===== config.mk =====
export PLATFORM = sky130hd
export DESIGN_NAME = sigmoid_result_serializer
export DESIGN_NICKNAME = d
export VERILOG_FILES = /design/src/rtl/sigmoid_result_serializer.sv
export SDC_FILE = /design/constraint.sdc
export NUM_CORES = 1
export LEC_CHECK = 0
export ABC_AREA = 1
export BUFFER_PORTS_ARGS = -buffer_cell sky130_fd_sc_hd__buf_2
export CAP_MARGIN = 10
export CORE_MARGIN = 2
export CORE_UTILIZATION = 40
export DETAILED_ROUTE_END_ITERATION = 16
export SLEW_MARGIN = 20
export SYNTH_ARGS = -nofsm -noshare
export SYNTH_HDL_FRONTEND = slang
export SYNTH_SLANG_ARGS = --single-unit

===== constraint.sdc =====
create_clock -name clk -period 3.04 [get_ports clk]
set_input_delay 0.152 -clock clk [delete_from_list [all_inputs] [get_ports clk]]
set_output_delay 0.152 -clock clk [all_outputs]
set_load 0.03 [all_outputs]

===== src/rtl/sigmoid_result_serializer.sv =====
// Buffers clamped Q8.8 sigmoid results in a small FIFO and streams each word
// out as two bytes, high byte first, over a byte-wide valid/ready port.
module sigmoid_result_serializer #(
    parameter int unsigned DEPTH = 4
) (
    input  logic                     clk,
    input  logic                     rst,
    input  logic [15:0]              in_data,
    input  logic                     in_valid,
    output logic                     in_ready,
    output logic [7:0]               out_data,
    output logic                     out_valid,
    input  logic                     out_ready,
    output logic                     out_last,
    output logic [$clog2(DEPTH):0]   level,
    output logic                     clamp_seen,
    input  logic                     clear_flags
);

    localparam int unsigned AW = $clog2(DEPTH);
    localparam logic [AW:0] FULL_LEVEL = DEPTH[AW:0];
    localparam logic [15:0] ONE_Q88 = 16'h0100;

    localparam logic [1:0] IDLE = 2'd0;
    localparam logic [1:0] HI   = 2'd1;
    localparam logic [1:0] LO   = 2'd2;

    logic [15:0]   mem [DEPTH];
    logic [AW-1:0] wr_ptr_q, wr_ptr_d;
    logic [AW-1:0] rd_ptr_q, rd_ptr_d;
    logic [AW:0]   count_q, count_d;
    logic [1:0]    state_q, state_d;
    logic [15:0]   hold_q, hold_d;
    logic          clamp_seen_q, clamp_seen_d;

    logic          push;
    logic          pop;
    logic          over_range;
    logic          not_empty;
    logic [15:0]   wr_data;

    // in_ready comes from the registered count only; a same-cycle pop never
    // opens a slot early.
    assign in_ready   = ~rst & (count_q != FULL_LEVEL);
    assign not_empty  = (count_q != '0);
    assign push       = in_valid & in_ready;
    assign over_range = (in_data > ONE_Q88);
    assign wr_data    = over_range ? ONE_Q88 : in_data;

    // The head is refilled either from IDLE or at the end of the low byte,
    // so consecutive words stream without a bubble.
    assign pop = not_empty & ((state_q == IDLE) | ((state_q == LO) & out_ready));

    always_comb begin
        state_d = state_q;
        hold_d  = hold_q;
        case (state_q)
            IDLE: begin
                if (not_empty) begin
                    state_d = HI;
                end
            end
            HI: begin
                if (out_ready) begin
                    state_d = LO;
                end
            end
            LO: begin
                if (out_ready) begin
                    state_d = not_empty ? HI : IDLE;
                end
            end
            default: state_d = IDLE;
        endcase
        if (pop) begin
            hold_d = mem[rd_ptr_q];
        end
    end

    always_comb begin
        wr_ptr_d = wr_ptr_q;
        rd_ptr_d = rd_ptr_q;
        count_d  = count_q;
        if (push) begin
            wr_ptr_d = wr_ptr_q + AW'(1);
        end
        if (pop) begin
            rd_ptr_d = rd_ptr_q + AW'(1);
        end
        if (push && !pop) begin
            count_d = count_q + (AW + 1)'(1);
        end else if (pop && !push) begin
            count_d = count_q - (AW + 1)'(1);
        end
    end

    // A clamp in the same cycle as clear_flags keeps the flag set.
    always_comb begin
        clamp_seen_d = clamp_seen_q;
        if (push && over_range) begin
            clamp_seen_d = 1'b1;
        end else if (clear_flags) begin
            clamp_seen_d = 1'b0;
        end
    end

    always_ff @(posedge clk or posedge rst) begin
        if (rst) begin
            wr_ptr_q     <= '0;
            rd_ptr_q     <= '0;
            count_q      <= '0;
            state_q      <= IDLE;
            hold_q       <= '0;
            clamp_seen_q <= 1'b0;
        end else begin
            wr_ptr_q     <= wr_ptr_d;
            rd_ptr_q     <= rd_ptr_d;
            count_q      <= count_d;
            state_q      <= state_d;
            hold_q       <= hold_d;
            clamp_seen_q <= clamp_seen_d;
        end
    end

    always_ff @(posedge clk) begin
        if (push) begin
            mem[wr_ptr_q] <= wr_data;
        end
    end

    always_comb begin
        out_data = 8'h00;
        case (state_q)
            HI:      out_data = hold_q[15:8];
            LO:      out_data = hold_q[7:0];
            default: out_data = 8'h00;
        endcase
    end

    assign out_valid  = (state_q == HI) | (state_q == LO);
    assign out_last   = (state_q == LO);
    assign level      = count_q;
    assign clamp_seen = clamp_seen_q;

endmodule


==> impl_metrics.py <==
metrics = {
    "cells_and_area": {
        "final_area_mm2": 0.00459,
        "fill_cells": 923,
        "stdcell_count": 598,
        "synthToLayoutAreaGrowth_pct": 14.0,
        "regArea_mm2": 0.00257,
        "fin_nets": 492,
        "multi_input_area_mm2": 0.00130,
        "utilization": 0.470,
        "drive_above_1_share": 0.142,
        "n_antenna_cell": 0,
    },
    "floorplan": {
        "die_h_um": 104,
        "io-pin-count": 36,
        "start_util": 0.412,
        "die_w_um": 104,
        "row_count": 36,
        "die_area_mm2": 0.0109,
        "fp.coreArea_mm2": 0.00977,
    },
    "route": {
        "viasPerCell": 4.54,
        "vias": 2715,
        "antenna_left": 0,
        "first_pass_iters": 4,
        "drt_wl_total_mm": 7.65,
        "wire_per_inst_um": 12.8,
        "drt_iter0_drc": 121,
        "drc_errors": 0,
    },
    "worst_setup_path": {
        "critical_path.endpoint_type": "flip-flop",
        "arrival_ns": 2.76,
        "crit_type": "reg -> reg",
        "rrSetupSlack_ns": 0.54,
        "timing.critical_path.buf_inv": 2,
        "crit_slowest_cell": "dfrtp_1",
        "r2r_end": "level[1]$_DFFE_PP0P_",
        "r2r_start": "state_q[0]$_DFFE_PP0P_",
        "rr_worst_depth": 8,
        "required_ns": 3.30,
        "cpPeakStageDelay_ns": 0.44,
        "start_kind": "flip-flop",
        "critPathMaxFanout": 20,
        "critical_path.top_delay_family": "adder cells",
        "path_cells": "inv_1 -> ha_1 -> a21o_1 -> nand2_2 -> ha_1 -> inv_1 -> fa_1 -> mux2_2",
    },
    "clock_tree": {
        "cts_tree": "done",
        "clk_latency_ns": 0.36,
        "htree_num_levels": 3,
        "clockBufferDepth": 2,
        "cts_resized": 0,
        "post_cts_buffers": 0,
        "clkTransAtPathRegs_ns": 0.09,
        "holdBufCountCts": 1,
        "cts.sinks": 90,
        "root_buffer": "clkbuf_8",
        "numCtsBuffers": 9,
    },
    "yosys": {
        "ys_types": 29,
        "synth_ff_type": "edfxtp_1",
        "synth-edff-count": 64,
        "synth_top_family_by_area": "simple AND/OR/NAND/NOR gates",
        "yosys_register_bits": 90,
        "syn_avg_cell_area_um2": 10.2,
        "synthArstFlopShare": 0.289,
        "ys_seq_area_frac": 0.639,
        "synth-adder-area-share": 0.0360,
        "yosysWarnings": 0,
        "synthMuxAreaShare": 0.00280,
        "synth_cells": 394,
        "syn_area_mm2": 0.00403,
        "synth_compound_area_frac": 0.0606,
        "synth-xor-area-share": 0.00870,
        "yosys.area_share.simple": 0.189,
    },
    "status": {
        "status": "completed",
    },
    "power_and_ir_drop": {
        "finalPower_mw": 4.29,
        "p_int_mw": 2.51,
        "clockPowerShare": 0.193,
        "comb_power_share": 0.399,
        "power.switching_mw": 1.78,
        "vdd_drop_max_mv": 0.391,
        "power_frac_seq": 0.408,
        "power.leakage_nw": 2.02,
        "pwr_density_cell_mw_per_mm2": 935,
        "switching_share": 0.414,
    },
    "global_route": {
        "grt_pass1_wl_mm": 12.5,
        "grt_max_degree": 35,
        "grt_overflow": 0,
        "grt_pass1_vias": 2521,
        "antenna_found_initial": 0,
        "track_usage": 0.149,
    },
    "timing": {
        "min_period_ns": 2.50,
        "slew_headroom": 0.657,
        "slew_violations": 0,
        "finalSetupTns_ns": 0,
        "whs_ns": 0.0120,
        "worst_slew_pin_slew_ns": 0.513,
        "fin_worst_skew_ns": 0.0102,
        "fin_crit_sh": 0.822,
        "finalHoldViolCount": 0,
        "fmax_mhz": 400,
        "finalWorstSetupSlack_ns": 0.542,
        "rsz0062_at_grt": "no",
        "setup-violations-final": 0,
    },
    "placed_design": {
        "dpl.hpwl_mm": 4.96,
        "pre_cts_ws_ns": 0.542,
        "placed_cell_area_mm2": 0.00438,
        "routabilityCongestion": 0.791,
        "portBuffers": 35,
        "post-place-cells": 581,
    },
    "hold_path": {
        "hold_path_end": "clamp_seen$_DFFE_PP0P_",
        "whs_path_depth": 4,
        "worstHoldStart": "clear_flags",
        "hold_path.class": "in -> reg",
    },
    "run": {
        "maxCapViolations": 0,
    },
}
==> synth_stat cells (2+ instances only) <==
cell / instances / share of area
nand2_1: 96 / 0.089
nor2_1: 90 / 0.084
edfxtp_1: 64 / 0.48
dfrtp_1: 26 / 0.16
inv_1: 26 / 0.024
o21ai_0: 25 / 0.031
ha_1: 10 / 0.031
o21ai_1: 10 / 0.012
a21oi_1: 9 / 0.011
buf_6: 7 / 0.020
buf_4: 4 / 0.0075
buf_2: 3 / 0.0037
nand2_2: 3 / 0.0047
nand3_1: 3 / 0.0037
xor2_1: 3 / 0.0065
inv_2: 2 / 0.0019
==> cells by family (layout without fill, tap and decap cells) <==
group / Yosys count / in the layout
flip-flops: 90 / 90
other: 1 / 28
XOR/XNOR: 4 / 4
multiplexers: 1 / 1
adder cells (fa/ha/maj): 11 / 11
AO/OA/AOI/OAI: 47 / 47
AND/OR/NAND/NOR: 196 / 196
buffers and inverters: 44 / 88
==> worst reg2reg max path: stages, from the launching register on <==
cell and delay (ns):
dfrtp_1 0.44, inv_1 0.10, ha_1 0.37, a21o_1 0.18, nand2_2 0.23, ha_1 0.29
inv_1 0.09, fa_1 0.41, mux2_2 0.27
==> cells in the final DEF (no fill, tap or decap), types with 2 or more instances in the layout <==
cell type / n
nand2_2: 3
nand3_1: 3
buf_2: 35
dfrtp_1: 26
ha_1: 10
inv_1: 26
a21oi_1: 9
nand2_1: 96
nor2_1: 90
o21ai_1: 10
edfxtp_1: 64
clkbuf_8: 9
buf_4: 7
inv_2: 2
xor2_1: 3
clkinv_4: 3
o21ai_0: 25
conb_1: 28
==> final cells by class <==
class	count	share of cell area
multi-input combinational	287	0.283
tap	133	0.0362
clock buffer	10	0.0278
inverter	29	0.0243
sequential	90	0.560
clock inverter	6	0.0164
timing repair buffer	43	0.0518
==> power groups by stage <==
stage                     Sequential (mW)  Clock (mW)  Combinational (mW)
final                                1.75       0.829                1.71
after CTS                            1.75       0.845                1.73
after global placement               1.77           0                1.68
after detailed placement             1.78           0                1.71
after floorplan                      1.76           0                1.45
after global routing                 1.78       0.891                1.96
==> per-layer routing <==
layer	share of wire	wire length [um]	track usage
met3	0.037	280	0.0326
met4	0.020	150	0.0627
met1	0.49	3710	0.202
met5	0	0	0
met2	0.46	3510	0.230
==> flip-flops by register name, indices dropped and copies added (netlist names) <==
register	cells
clamp_seen	1
hold_q	16
level	3
mem	64
rd_ptr_q	2
state_q	2
wr_ptr_q	2
==> how the worst max path moves through the flow <==
stage | cells past startpoint | end | slack, ns | startpoint
floorplan | 10 | level[1]$_DFFE_PP0P_ | 0.68 | state_q[0]$_DFFE_PP0P_
global route | 8 | level[1]$_DFFE_PP0P_ | 0.34 | state_q[0]$_DFFE_PP0P_
finish | 8 | level[1]$_DFFE_PP0P_ | 0.54 | state_q[0]$_DFFE_PP0P_
CTS | 8 | level[1]$_DFFE_PP0P_ | 0.53 | state_q[0]$_DFFE_PP0P_
detailed placement | 8 | level[1]$_DFFE_PP0P_ | 0.54 | state_q[0]$_DFFE_PP0P_
global placement | 8 | level[1]$_DFFE_PP0P_ | 0.64 | state_q[0]$_DFFE_PP0P_
Note: power is estimated with default switching activity, not from simulation.
